==> src/rtl/fib_pkg.sv <==
// Shared defaults, FSM state encoding and FIFO entry layout for the Fibonacci sweep controller.
package fib_pkg;

   localparam int unsigned DEF_W       = 10;
   localparam int unsigned DEF_DEPTH   = 4;
   localparam int unsigned DEF_TIMEOUT = 1023;

   typedef enum logic [2:0] {
      S_IDLE,
      S_LOAD,
      S_RUN,
      S_NEXT,
      S_FINISH
   } state_t;

   typedef struct packed {
      logic [DEF_W-1:0] index;
      logic [DEF_W-1:0] result;
   } entry_t;

endpackage

==> src/rtl/fib_sweep_ctrl_if.sv <==
// Fibonacci-unit request handshake plus the result stream port of the sweep controller.
interface fib_sweep_ctrl_if
   import fib_pkg::*;
#(
   parameter int unsigned W = DEF_W
);

   logic         FibRst;
   logic         FibStart;
   logic [W-1:0] FibNumber;
   logic [W-1:0] FibResult;
   logic         FibDone;
   logic         OutValid;
   logic         OutReady;
   logic [W-1:0] OutIndex;
   logic [W-1:0] OutResult;

   modport master (
      output FibRst, FibStart, FibNumber, OutValid, OutIndex, OutResult,
      input  FibResult, FibDone, OutReady
   );

   modport slave (
      input  FibRst, FibStart, FibNumber, OutValid, OutIndex, OutResult,
      output FibResult, FibDone, OutReady
   );

endinterface

==> src/rtl/fib_result_fifo.sv <==
// Synchronous show-ahead FIFO; head reads as zero while empty.
module fib_result_fifo #(
   parameter int unsigned DW    = 20,
   parameter int unsigned DEPTH = 4
) (
   input  logic                     Clk,
   input  logic                     Rst,
   input  logic                     push,
   input  logic [DW-1:0]            push_data,
   input  logic                     pop,
   output logic [DW-1:0]            head,
   output logic                     full,
   output logic                     empty,
   output logic [$clog2(DEPTH):0]   count
);

   localparam int unsigned AW = $clog2(DEPTH);
   localparam logic [AW:0] FULL_CNT = DEPTH[AW:0];

   logic [DW-1:0] mem [DEPTH];
   logic [AW-1:0] wr_ptr;
   logic [AW-1:0] rd_ptr;
   logic          do_push;
   logic          do_pop;

   assign do_push = push && !full;
   assign do_pop  = pop && !empty;
   assign empty   = (count == '0);
   assign full    = (count == FULL_CNT);
   assign head    = empty ? '0 : mem[rd_ptr];

   always_ff @(posedge Clk) begin
      if (do_push) begin
         mem[wr_ptr] <= push_data;
      end
   end

   always_ff @(posedge Clk) begin
      if (Rst) begin
         wr_ptr <= '0;
         rd_ptr <= '0;
         count  <= '0;
      end else begin
         if (do_push) begin
            wr_ptr <= wr_ptr + 1'b1;
         end
         if (do_pop) begin
            rd_ptr <= rd_ptr + 1'b1;
         end
         case ({do_push, do_pop})
            2'b10:   count <= count + 1'b1;
            2'b01:   count <= count - 1'b1;
            default: count <= count;
         endcase
      end
   end

endmodule

==> src/rtl/fib_sweep_ctrl.sv <==
// Steps the Fibonacci unit over First..Last, one request at a time, and streams {index, result}.
module fib_sweep_ctrl
   import fib_pkg::*;
#(
   parameter int unsigned W       = DEF_W,
   parameter int unsigned DEPTH   = DEF_DEPTH,
   parameter int unsigned TIMEOUT = DEF_TIMEOUT
) (
   input  logic                 Clk,
   input  logic                 Rst,
   input  logic                 Go,
   input  logic [W-1:0]         First,
   input  logic [W-1:0]         Last,
   fib_sweep_ctrl_if.master     bus,
   output logic                 Busy,
   output logic                 SweepDone,
   output logic                 Error
);

   localparam int unsigned WDW = $clog2(TIMEOUT + 1);
   localparam int unsigned CW  = $clog2(DEPTH) + 1;
   localparam logic [WDW-1:0] WD_LAST  = WDW'(TIMEOUT - 1);
   localparam logic [CW-1:0]  FULL_CNT = DEPTH[CW-1:0];

   state_t         state;
   logic [W-1:0]   idx;
   logic [W-1:0]   last;
   logic [WDW-1:0] wd;

   logic           push;
   logic           pop;
   logic           full;
   logic           empty;
   logic [2*W-1:0] head;
   logic [CW-1:0]  count;

   assign push          = (state == S_RUN) && bus.FibDone;
   assign pop           = !empty && bus.OutReady;
   assign bus.FibNumber = idx;
   assign bus.OutValid  = !empty;
   assign bus.OutIndex  = head[2*W-1:W];
   assign bus.OutResult = head[W-1:0];

   fib_result_fifo #(
      .DW    (2 * W),
      .DEPTH (DEPTH)
   ) u_fifo (
      .Clk       (Clk),
      .Rst       (Rst),
      .push      (push),
      .push_data ({idx, bus.FibResult}),
      .pop       (pop),
      .head      (head),
      .full      (full),
      .empty     (empty),
      .count     (count)
   );

   always_ff @(posedge Clk) begin
      if (Rst) begin
         state        <= S_IDLE;
         idx          <= '0;
         last         <= '0;
         wd           <= '0;
         bus.FibRst   <= 1'b1;
         bus.FibStart <= 1'b0;
         Busy         <= 1'b0;
         SweepDone    <= 1'b0;
         Error        <= 1'b0;
      end else begin
         case (state)
            S_IDLE: begin
               if (Go) begin
                  if (First > Last) begin
                     Error <= 1'b1;
                  end else begin
                     idx   <= First;
                     last  <= Last;
                     wd    <= '0;
                     Error <= 1'b0;
                     Busy  <= 1'b1;
                     state <= S_LOAD;
                  end
               end
            end
            S_LOAD: begin
               bus.FibRst   <= 1'b0;
               bus.FibStart <= 1'b1;
               state        <= S_RUN;
            end
            S_RUN: begin
               // wd counts completed RUN cycles, so the abort lands on the TIMEOUT-th one
               if (bus.FibDone) begin
                  bus.FibRst   <= 1'b1;
                  bus.FibStart <= 1'b0;
                  state        <= S_NEXT;
               end else if (wd == WD_LAST) begin
                  bus.FibRst   <= 1'b1;
                  bus.FibStart <= 1'b0;
                  Error        <= 1'b1;
                  Busy         <= 1'b0;
                  state        <= S_IDLE;
               end else begin
                  wd <= wd + 1'b1;
               end
            end
            S_NEXT: begin
               if (idx == last) begin
                  SweepDone <= 1'b1;
                  Busy      <= 1'b0;
                  state     <= S_FINISH;
               end else if (!full) begin
                  idx   <= idx + 1'b1;
                  wd    <= '0;
                  state <= S_LOAD;
               end
            end
            S_FINISH: begin
               SweepDone <= 1'b0;
               state     <= S_IDLE;
            end
            default: begin
               state <= S_IDLE;
            end
         endcase
      end
   end

   a_no_push_when_full: assert property (@(posedge Clk) disable iff (Rst) !(push && full));
   a_count_bound:       assert property (@(posedge Clk) disable iff (Rst) count <= FULL_CNT);

endmodule

==> src/flat_wrapper.sv <==
// flat-port wrapper written by rule: the top's interface ports become plain ports
module fib_sweep_ctrl_flat import fib_pkg::*;
#(
   parameter int unsigned W       = DEF_W,
   parameter int unsigned DEPTH   = DEF_DEPTH,
   parameter int unsigned TIMEOUT = DEF_TIMEOUT
)
  (Clk, Rst, Go, First, Last, Busy, SweepDone, Error, bus_FibRst, bus_FibStart, bus_FibNumber, bus_OutValid, bus_OutIndex, bus_OutResult, bus_FibResult, bus_FibDone, bus_OutReady);
  fib_sweep_ctrl_if #(.W(W)) bus_i ();
  input  logic Clk;
  input  logic Rst;
  input  logic Go;
  input  logic [W-1:0] First;
  input  logic [W-1:0] Last;
  output logic Busy;
  output logic SweepDone;
  output logic Error;
  output wire logic [$bits(bus_i.FibRst)-1:0] bus_FibRst;
  output wire logic [$bits(bus_i.FibStart)-1:0] bus_FibStart;
  output wire logic [$bits(bus_i.FibNumber)-1:0] bus_FibNumber;
  output wire logic [$bits(bus_i.OutValid)-1:0] bus_OutValid;
  output wire logic [$bits(bus_i.OutIndex)-1:0] bus_OutIndex;
  output wire logic [$bits(bus_i.OutResult)-1:0] bus_OutResult;
  input wire logic [$bits(bus_i.FibResult)-1:0] bus_FibResult;
  input wire logic [$bits(bus_i.FibDone)-1:0] bus_FibDone;
  input wire logic [$bits(bus_i.OutReady)-1:0] bus_OutReady;
  assign bus_FibRst = bus_i.FibRst;
  assign bus_FibStart = bus_i.FibStart;
  assign bus_FibNumber = bus_i.FibNumber;
  assign bus_OutValid = bus_i.OutValid;
  assign bus_OutIndex = bus_i.OutIndex;
  assign bus_OutResult = bus_i.OutResult;
  assign bus_i.FibResult = bus_FibResult;
  assign bus_i.FibDone = bus_FibDone;
  assign bus_i.OutReady = bus_OutReady;
  fib_sweep_ctrl #(.W(W), .DEPTH(DEPTH), .TIMEOUT(TIMEOUT)) u_core (.Clk(Clk), .Rst(Rst), .Go(Go), .First(First), .Last(Last), .bus(bus_i), .Busy(Busy), .SweepDone(SweepDone), .Error(Error));
endmodule
==> config.mk <==
export PLATFORM = sky130hd
export DESIGN_NAME = fib_sweep_ctrl_flat
export DESIGN_NICKNAME = d
export VERILOG_FILES = /design/src/rtl/fib_pkg.sv /design/src/rtl/fib_sweep_ctrl_if.sv /design/src/rtl/fib_result_fifo.sv /design/src/rtl/fib_sweep_ctrl.sv /design/src/flat_wrapper.sv
export SDC_FILE = /design/constraint.sdc
export NUM_CORES = 1
export LEC_CHECK = 0
export ABC_AREA = 1
export BUFFER_PORTS_ARGS = -buffer_cell sky130_fd_sc_hd__buf_2
export CAP_MARGIN = 30
export CORE_MARGIN = 2
export CORE_UTILIZATION = 58
export CTS_CLUSTER_DIAMETER = 150
export CTS_CLUSTER_SIZE = 10
export DETAILED_ROUTE_END_ITERATION = 10
export GPL_TIMING_DRIVEN = 0
export PLACE_DENSITY = 0.8
export SYNTH_ARGS = -nofsm -noshare
export SYNTH_HDL_FRONTEND = slang
export SYNTH_SLANG_ARGS = --single-unit
==> constraint.sdc <==
create_clock -name Clk -period 6.9 [get_ports Clk]
set_clock_uncertainty 0.2 [all_clocks]
set_input_delay 1.725 -clock Clk [delete_from_list [all_inputs] [get_ports Clk]]
set_output_delay 1.725 -clock Clk [all_outputs]
set_load 0.1 [all_outputs]
==> flow_summary.ini, run 1 <==
[pwr]
p_sw_share_pct = 50.7
power_frac_comb_pct = 47.4
p_clk_share_pct = 22.7
intPower_w = 0.00182
p_per_area_nw_per_um2 = 514
p_seq_share_pct = 29.8
p_leak_nw = 3.02
p_switching_w = 0.00187
ir_drop_mv = 0.350

[synthesis]
syn_inst = 686
yosys.area.top_type = edfxtp_1
synth_compound_area_share_pct = 11.7
synthMuxAreaShare_pct = 0
syn_avg_cell_area_um2 = 8.77
yosys_warnings = 0
synthTopCellsByCount = nor2_1 (133), nand2_1 (112), edfxtp_1 (80), inv_1 (75), o21ai_0 (69)
synth_top_family_by_area = simple AND/OR/NAND/NOR gates
synth_area_leaders = edfxtp_1 (40%), dfxtp_1 (16%), nor2_1 (8.3%)
synthAdderAreaFrac_pct = 4.07
post_synth_num_cell_types = 34
synth_edf_count = 80
synth-main-ff-cell = edfxtp_1
ys_ff_latch = 127
ys_seq_area_share_pct = 55.5
yosysTopAreaCellShare_pct = 39.9
synth_nets = 740
synth.most_common_cell = nor2_1
ys_async_sr_fraction_pct = 0
synth-xor-area-share_pct = 1.45
syn-cell-area_um2 = 6020
synth_simple_gate_area_share_pct = 20.2

[timing]
final_hold_viol_count = 0
post-route-period-util_pct = 64.6
slew_headroom_pct = 56.8
fmax_ghz = 0.224
drv_slew = 0
rsz0062_at_grt = no
min_period_ns = 4.46
tightestPinTransition_ns = 0.647
setup_tns_ns = 0
worst_slack_ns = 2.44
setup_viol = 0

[final_layout]
diodes = 0
drive_gt1_share_pct = 16.7
nNetsFinal = 832
areaGrowthSynthToFinish_pct = 19.0

[status]
status = finished clean

[floorplan]
design.portCount = 71
die_height_um = 106
initial_core_util_pct = 59.1
rows = 37
dieArea_um2 = 11200
die_width_um = 106
core_um2 = 10200

[worst_setup_path]
critPathTopFamily = buffers and inverters
critPathArrivalTime_ns = 2.53
path_cells = clkbuf_1 > clkbuf_1 > nor2_1 > nor2_1 > o21ai_0 > a21oi_1 > buf_2
cpPeakStageDelay_ns = 0.47
path_class = reg2out
cpMaxStageDelayCell = buf_2
end_kind = primary output
critical_path_required_ns = 4.97
start_kind = flip-flop
cp_num_buf_inv = 3
crit_path_max_fanout = 10

[placed_design]
dp_hpwl_um = 9000
gp_congestion = 0.898
pre_cts_slack_ns = 3.03
portBuffers = 69

[route]
routed.top_layer = met4
drt-met1-wl_um = 5550
ant_nets = 0
wl_met2_um = 6560
wl_um = 13300
drt-wirelength-per-cell_um = 14.4
drc_errors = 0
avgViaCountPerCell = 5.34
drt_iter0_markers = 369
route.met3.wl_um = 932
drt-pass1-iter-count = 6
vias = 4954

[cts]
clkLatencyLatePin_ns = 0.52
clock-sinks = 127
ctsResizeCount = 0
cts_tree = built
cts_hold_buffers = 0
cts_buffer_depth = 2
post_cts_buffers = 0
clkTransAtPathRegs_ns = 0.06
h-tree-depth = 4
clk_root_buffer_cell = clkbuf_8
numCtsBuffers = 17

[job]
drv_cap = 0

[global_routing]
grt_overflow = 0
grt_max_degree = 17
antenna_found_initial = 0
grtUsageTotal_pct = 25.3
grt_pass1_vias = 4760
grt_pass1_wl_um = 21900

[hold_path]
hp-class = reg2reg
-- layout by cell type (no fill, tap or decap), types with 5 or more instances in the layout --
cell and n:
inv_1 75, clkinvlp_4 5, nand2_1 112, nor2_2 6, nand3_1 16, a21oi_1 59, ha_1 18, dfxtp_1 47
nor2_1 129, clkbuf_16 16, o21ai_0 69, buf_2 73, xnor2_1 6, nand4_1 5, clkbuf_1 18, edfxtp_1 80
nor3_1 7, inv_2 5, buf_8 5
-- power groups by stage --
| stage | clock (W) | sequential (W) | combinational (W) |
|---|---|---|---|
| 5_1_grt | 0.000877 | 0.00112 | 0.00186 |
| 3_3_place_gp | 0 | 0.00110 | 0.00169 |
| 2_1_floorplan | 0 | 0.00136 | 0.00115 |
| 6_report | 0.000838 | 0.00110 | 0.00175 |
| 4_1_cts | 0.000844 | 0.00109 | 0.00175 |
| 3_5_place_dp | 0 | 0.00111 | 0.00173 |
-- final cells by class --
class | count | area, um2
flip-flops and latches | 127 | 3340
fillers | 731 | 3020
multi-input cells | 453 | 2260
clock buffers | 18 | 418
repair buffers | 73 | 405
inverters | 81 | 304
well taps | 136 | 170
clock inverters | 14 | 143
plain buffers | 25 | 118
-- cell families after synthesis --
family | Yosys count
simple gates | 288
compound gates | 136
flops | 127
buf+inv | 106
fa+ha+maj | 19
xor+xnor | 10
-- per-layer routing --
| metal | GRT usage [%] | vias up |
|---|---|---|
| li1 | - | 2446 |
| met1 | 30.9 | 2255 |
| met2 | 42.0 | 219 |
| met3 | 6.56 | 34 |
| met4 | 12.3 | 0 |
| met5 | 0 | - |
-- per-stage QoR --
step	power (W)	utilization [%]	area, um2	std cells	hold slack, ns
2_1_floorplan	0.00251	-	6020	686	0.236
3_3_place_gp	0.00279	64.2	6540	891	0.252
3_5_place_dp	0.00284	64.9	6610	895	0.260
4_1_cts	0.00368	70.4	7170	927	0.273
5_1_grt	0.00386	70.4	7170	927	0.298
6_report	0.00368	70.4	7170	927	0.266
-- worst reg2reg max path, delay by kind of cell (launching register included) --
family / cells / cell delay (ns)
AOI/OAI and AO/OA: 4 / 0.54
and+or+nand+nor: 4 / 0.32
buffers and inverters: 3 / 0.37
adders and majority gates: 2 / 0.57
DFF: 1 / 0.39
-- flip-flops by register name (all words and copies together) (netlist names), 2 cells and up, named ones only --
register	flops
u_core.u_fifo.count	3
u_core.state	3
u_core.last	10
u_core.wd	10
u_core.bus.FibNumber	10
u_core.u_fifo.rd_ptr	2
u_core.u_fifo.wr_ptr	2
u_core.u_fifo.mem	80
-- path summary, 6_finish.rpt --
kind,from,end,slack (ns),cells past startpoint
worst min-delay path,u_core.u_fifo.rd_ptr[1]$_SDFFE_PP0P_,u_core.u_fifo.rd_ptr[1]$_SDFFE_PP0P_,0.27,2
worst max register to register,u_core.state[2]$_SDFFE_PP0P_,u_core.u_fifo.count[2]$_SDFFE_PP0P_,4.40,13
worst max-delay path,flip-flop,bus_OutResult[2],2.44,7
worst min register to register,u_core.u_fifo.rd_ptr[1]$_SDFFE_PP0P_,u_core.u_fifo.rd_ptr[1]$_SDFFE_PP0P_,0.27,2
(Power assumes the default switching activity.)
==> run 2: changes to the inputs <==
- CORE_UTILIZATION: 58 -> 53
- PLACE_DENSITY: 0.8 -> 0.77
- clock period: 6.9 -> 3.75 ns (I/O delays scaled with it)
==> run 2 against run 1 <==
Against the previous run:
- largest cell class unchanged
- non-clock buffer count did not move
- global-route usage shrank 2.5 points
- critical path depth unchanged
- cell area grew 0.75%
- register-to-register slack got worse by 3.2 ns
- via count fell by 0.38%
- setup slack worse by 2.3 ns
- utilization is 4.6 points lower
- critical path type unchanged
- power is 88% higher
==> flow_summary.ini, run 2 (synthesis gave the netlist of run 1 again) <==
[final_layout]
fin_area_um2 = 7220
layout_common_cells = nor2_1 (129), nand2_1 (112), edfxtp_1 (80), inv_1 (75), buf_2 (73)
fin_cells = 931
top_register = u_core.u_fifo.mem
nNetsFinal = 832
final_util_pct = 65.7
layout_commonest_cell = nor2_1
fillers = 841
largest_reg_flops = 80
drive_gt1_share_pct = 17.1
areaGrowthSynthToFinish_pct = 19.9
diodes = 0

[placed_design]
dp_cells = 899
dp_hpwl_um = 9150
portBuffers = 69
gp_congestion = 0.882
placedInstanceArea_um2 = 6610

[pwr]
p_leak_nw = 3.05
p_sw_share_pct = 50.1
power_frac_comb_pct = 46.3
ir_drop_mv = 0.886
p_seq_share_pct = 29.3
p_clk_share_pct = 24.4
p_per_area_nw_per_um2 = 957
intPower_w = 0.00345
power_w = 0.00691
p_switching_w = 0.00346

[worst_setup_path]
crit_path_max_fanout = 10
cp_num_buf_inv = 3
path_cells = clkbuf_1 > buf_1 > nor2_1 > nor2_1 > o21ai_0 > a21oi_1 > buf_2
critPathArrivalTime_ns = 2.44
path_class = reg2out
cpPeakStageDelay_ns = 0.46
start_kind = flip-flop
end_kind = primary output
cp.depth = 7
crit_end = bus_OutResult[1]
cpMaxStageDelayCell = buf_2
r2r-end = u_core.u_fifo.mem[3][10]$_DFFE_PP_
critical_path_required_ns = 2.61
ff2ff_setup_slack_ns = 1.25
critPathTopFamily = buffers and inverters
r2r_start = u_core.state[1]$_SDFFE_PP0P_
r2r_cells = 7
cpMostUsedCell = nor2_1

[floorplan]
design.portCount = 71
die_width_um = 111
initial_core_util_pct = 54.8
core_um2 = 11000
rows = 38
dieArea_um2 = 12200
die_height_um = 111

[timing]
min_period_ns = 3.57
post-route-period-util_pct = 95.3
fmax_ghz = 0.280
final_hold_viol_count = 0
drv_slew = 0
setup_viol = 0
tightestPinTransition_ns = 0.666
setup_tns_ns = 0
slew_headroom_pct = 55.6

[global_routing]
grt_pass1_vias = 4746
antenna_found_initial = 0
grt_max_degree = 17
grtUsageTotal_pct = 22.8
grt_overflow = 0
grt_pass1_wl_um = 22400

[job]
drv_cap = 0

[route]
vias = 4935
ant_nets = 0
drc_errors = 0
avgViaCountPerCell = 5.30
drt_iter0_markers = 363
drt-wirelength-per-cell_um = 14.6
drt-pass1-iter-count = 5
wl_um = 13600

[status]
status = finished clean

[cts]
clkTransAtPathRegs_ns = 0.06
h-tree-depth = 4
clk_root_buffer_cell = clkbuf_16
numCtsBuffers = 17
clock-sinks = 127
cts_hold_buffers = 0
ctsResizeCount = 0
cts_buffer_depth = 2
clkLatencyLatePin_ns = 0.42
cts_tree = built
post_cts_buffers = 0

[hold_path]
hp-class = reg2reg
run 2: layout make-up:
type / count / area [um2] / share of cell area (%)
clock inverter: 15 / 186 / 2.58
clock buffer: 17 / 425 / 5.89
multi-input combinational: 453 / 2260 / 31.4
buffer: 25 / 119 / 1.65
tap: 140 / 175 / 2.43
sequential: 127 / 3340 / 46.3
inverter: 81 / 304 / 4.21
timing repair buffer: 73 / 402 / 5.56
run 2: per-stage QoR:
stage	hold WS (ns)	setup slack, ns
after floorplan	0.236	0.173
after global placement	0.253	0.222
after detailed placement	0.261	0.706
after CTS	0.272	0.161
after global routing	0.301	-0.0171
final	0.270	0.176
run 2: power groups by stage:
stage,clock network (W),logic (W),registers [W]
floorplan,0,0.00211,0.00250
CTS,0.00170,0.00320,0.00202
detailed placement,0,0.00318,0.00204
global placement,0,0.00312,0.00203
global route,0.00177,0.00343,0.00206
finish,0.00169,0.00320,0.00202
run 2: per-layer routing:
metal  global-route usage [%]  up-vias  part of all wire (%)
li1                         -     2446                     -
met1                     28.6     2246                    42
met2                     37.7      210                    48
met3                     5.93       33                   7.4
met4                     9.50        0                   2.4
met5                        0        -                     0
run 2: worst register-to-register path, delay by kind of cell (launching register included):
kind | cells | cell delay, ns
flops | 1 | 0.45
buf+inv | 2 | 0.41
simple gates | 5 | 1.15
run 2: worst min-delay path by stage:
stage	start	end	slack (ns)	depth (start not counted)
detailed placement	u_core.u_fifo.rd_ptr[1]$_SDFFE_PP0P_	u_core.u_fifo.rd_ptr[1]$_SDFFE_PP0P_	0.26	2
CTS	u_core.u_fifo.rd_ptr[1]$_SDFFE_PP0P_	flip-flop	0.27	2
finish	u_core.u_fifo.rd_ptr[1]$_SDFFE_PP0P_	flip-flop	0.27	2
global route	u_core.u_fifo.rd_ptr[1]$_SDFFE_PP0P_	flip-flop	0.30	2
floorplan	u_core.u_fifo.rd_ptr[1]$_SDFFE_PP0P_	flip-flop	0.24	2
global placement	u_core.u_fifo.rd_ptr[0]$_SDFFE_PP0P_	u_core.u_fifo.rd_ptr[0]$_SDFFE_PP0P_	0.25	1
==> run 3: changes to the inputs <==
- CAP_MARGIN: 30 -> unset
- PLACE_DENSITY: 0.77 -> unset
- PLACE_DENSITY_LB_ADDON: unset -> 0.05
==> run 3 against run 2 <==
Against the previous run:
- sequential share of layout area shrank 0.072 points
- clock power is essentially flat
- die area is the same
- via count shrank 2.4%
- largest cell class unchanged
- setup slack gained 0.098 ns
- critical path type unchanged
- non-clock buffer count is the same
- largest power group unchanged
- critical endpoint is now bus_OutIndex[8]
==> flow_summary.ini, run 3 (synthesis gave the netlist of run 1 again) <==
[placed_design]
gp_congestion = 0.843
portBuffers = 69
pre_cts_slack_ns = 0.705
dp_hpwl_um = 9130
placedInstanceArea_um2 = 6610

[hold_path]
min_to = u_core.Busy$_SDFFE_PP0P_
hp-class = reg2reg
min_from = u_core.Busy$_SDFFE_PP0P_
hold_depth = 2

[worst_setup_path]
critPathArrivalTime_ns = 2.34
start_kind = flip-flop
r2r_start = u_core.state[1]$_SDFFE_PP0P_
path_class = reg2out
r2r_cells = 9
r2r-end = u_core.u_fifo.count[1]$_SDFFE_PP0P_
end_kind = primary output
critical_path_required_ns = 2.61
crit_path_max_fanout = 10
ff2ff_setup_slack_ns = 1.33

[floorplan]
die_width_um = 111
rows = 38
core_um2 = 11000
die_height_um = 111
initial_core_util_pct = 54.8
dieArea_um2 = 12200
design.portCount = 71

[global_routing]
antenna_found_initial = 0
grt_overflow = 0
grtUsageTotal_pct = 22.4
grt_pass1_wl_um = 22000
grt_max_degree = 17
grt_pass1_vias = 4579

[timing]
setup_viol = 0
fmax_ghz = 0.288
min_period_ns = 3.48
worst_slack_ns = 0.274
rsz0062_at_grt = no
setup_tns_ns = 0
drv_slew = 0
worst_hold_slack_ns = 0.261
slew_headroom_pct = 61.6
post-route-period-util_pct = 92.7
final_hold_viol_count = 0
tightestPinTransition_ns = 0.571

[cts]
clkTransAtPathRegs_ns = 0.06
clkLatencyLatePin_ns = 0.41
clk_root_buffer_cell = clkbuf_16
post_cts_buffers = 0
h-tree-depth = 4
ctsResizeCount = 0
cts_buffer_depth = 2
numCtsBuffers = 17
clock-sinks = 127
cts_hold_buffers = 0
cts_tree = built

[final_layout]
layout_commonest_cell = nor2_1
top_register = u_core.u_fifo.mem
layout_common_cells = nor2_1 (129), nand2_1 (112), edfxtp_1 (80), inv_1 (75), buf_2 (73)
areaGrowthSynthToFinish_pct = 20.1
diodes = 0
nNetsFinal = 832
fin_area_um2 = 7230
drive_gt1_share_pct = 16.7
largest_reg_flops = 80

[route]
vias = 4815
wl_um = 13100
drt_iter0_markers = 281
avgViaCountPerCell = 5.17
drt-pass1-iter-count = 7
ant_nets = 0
drt-wirelength-per-cell_um = 14.1
drc_errors = 0

[pwr]
p_per_area_nw_per_um2 = 955
power_frac_comb_pct = 46.1
p_seq_share_pct = 29.2
p_sw_share_pct = 49.2
p_switching_w = 0.00340
p_leak_nw = 3.05
intPower_w = 0.00351
ir_drop_mv = 0.840
p_clk_share_pct = 24.7

[job]
drv_cap = 0

[status]
status = finished clean
run 3: cell count changes in the layout (fill, tap and decap cells not counted), sizes merged:
| cell | before | now |
|---|---|---|
| clkbuf | 33 | 35 |
| clkinvlp | 4 | 3 |
| inv | 83 | 81 |
| clkinv | 6 | 7 |
| buf | 82 | 81 |
| bufinv | 3 | 4 |
run 3: cell type report:
class,instances,area [um2]
Buffer,25,118
Tap cell,140,175
Timing Repair Buffer,73,405
Fill cell,897,3750
Clock buffer,18,429
Sequential cell,127,3340
Inverter,81,304
Multi-Input combinational cell,453,2260
Clock inverter,14,191
run 3: power by group through the flow:
stage	combinational (W)	sequential [W]	clock [W]
after floorplan	0.00211	0.00250	0
after global placement	0.00313	0.00203	0
after detailed placement	0.00318	0.00204	0
after CTS	0.00320	0.00201	0.00173
after global routing	0.00343	0.00206	0.00180
final	0.00319	0.00202	0.00170
run 3: critical path: stages, from the launching register on:
cell and delay (ns):
dfxtp_1 0.31, clkbuf_1 0.19, clkbuf_1 0.47, nor2_1 0.09, nor2_1 0.13, o21ai_1 0.09
a21oi_1 0.19, buf_2 0.46
run 3: worst max path at each step:
stage	from	endpoint	slack (ns)	cells after the start
floorplan	flip-flop	bus_OutIndex[0]	0.17	6
global placement	bus_FibDone	u_core.u_fifo.mem[1][14]$_DFFE_PP_	0.21	5
detailed placement	flip-flop	bus_OutIndex[7]	0.70	7
CTS	flip-flop	bus_OutIndex[7]	0.26	7
global route	flip-flop	bus_OutIndex[8]	0.12	7
finish	flip-flop	bus_OutIndex[8]	0.27	7
run 3: per-layer routing:
layer  global-route usage, %  share of wire (%)
met5                       0                  0
met4                    5.83               0.94
met3                    5.76                5.4
met2                    36.6                 48
met1                    29.9                 46
run 3: per-stage QoR:
| stage | power [W] | std cells | utilization [%] |
|---|---|---|---|
| finish | 0.00691 | 931 | 65.8 |
| global route | 0.00729 | 931 | 65.8 |
| CTS | 0.00693 | 931 | 65.8 |
| detailed placement | 0.00522 | 899 | 60.2 |
| global placement | 0.00517 | 895 | 59.5 |
| floorplan | 0.00461 | 686 | - |
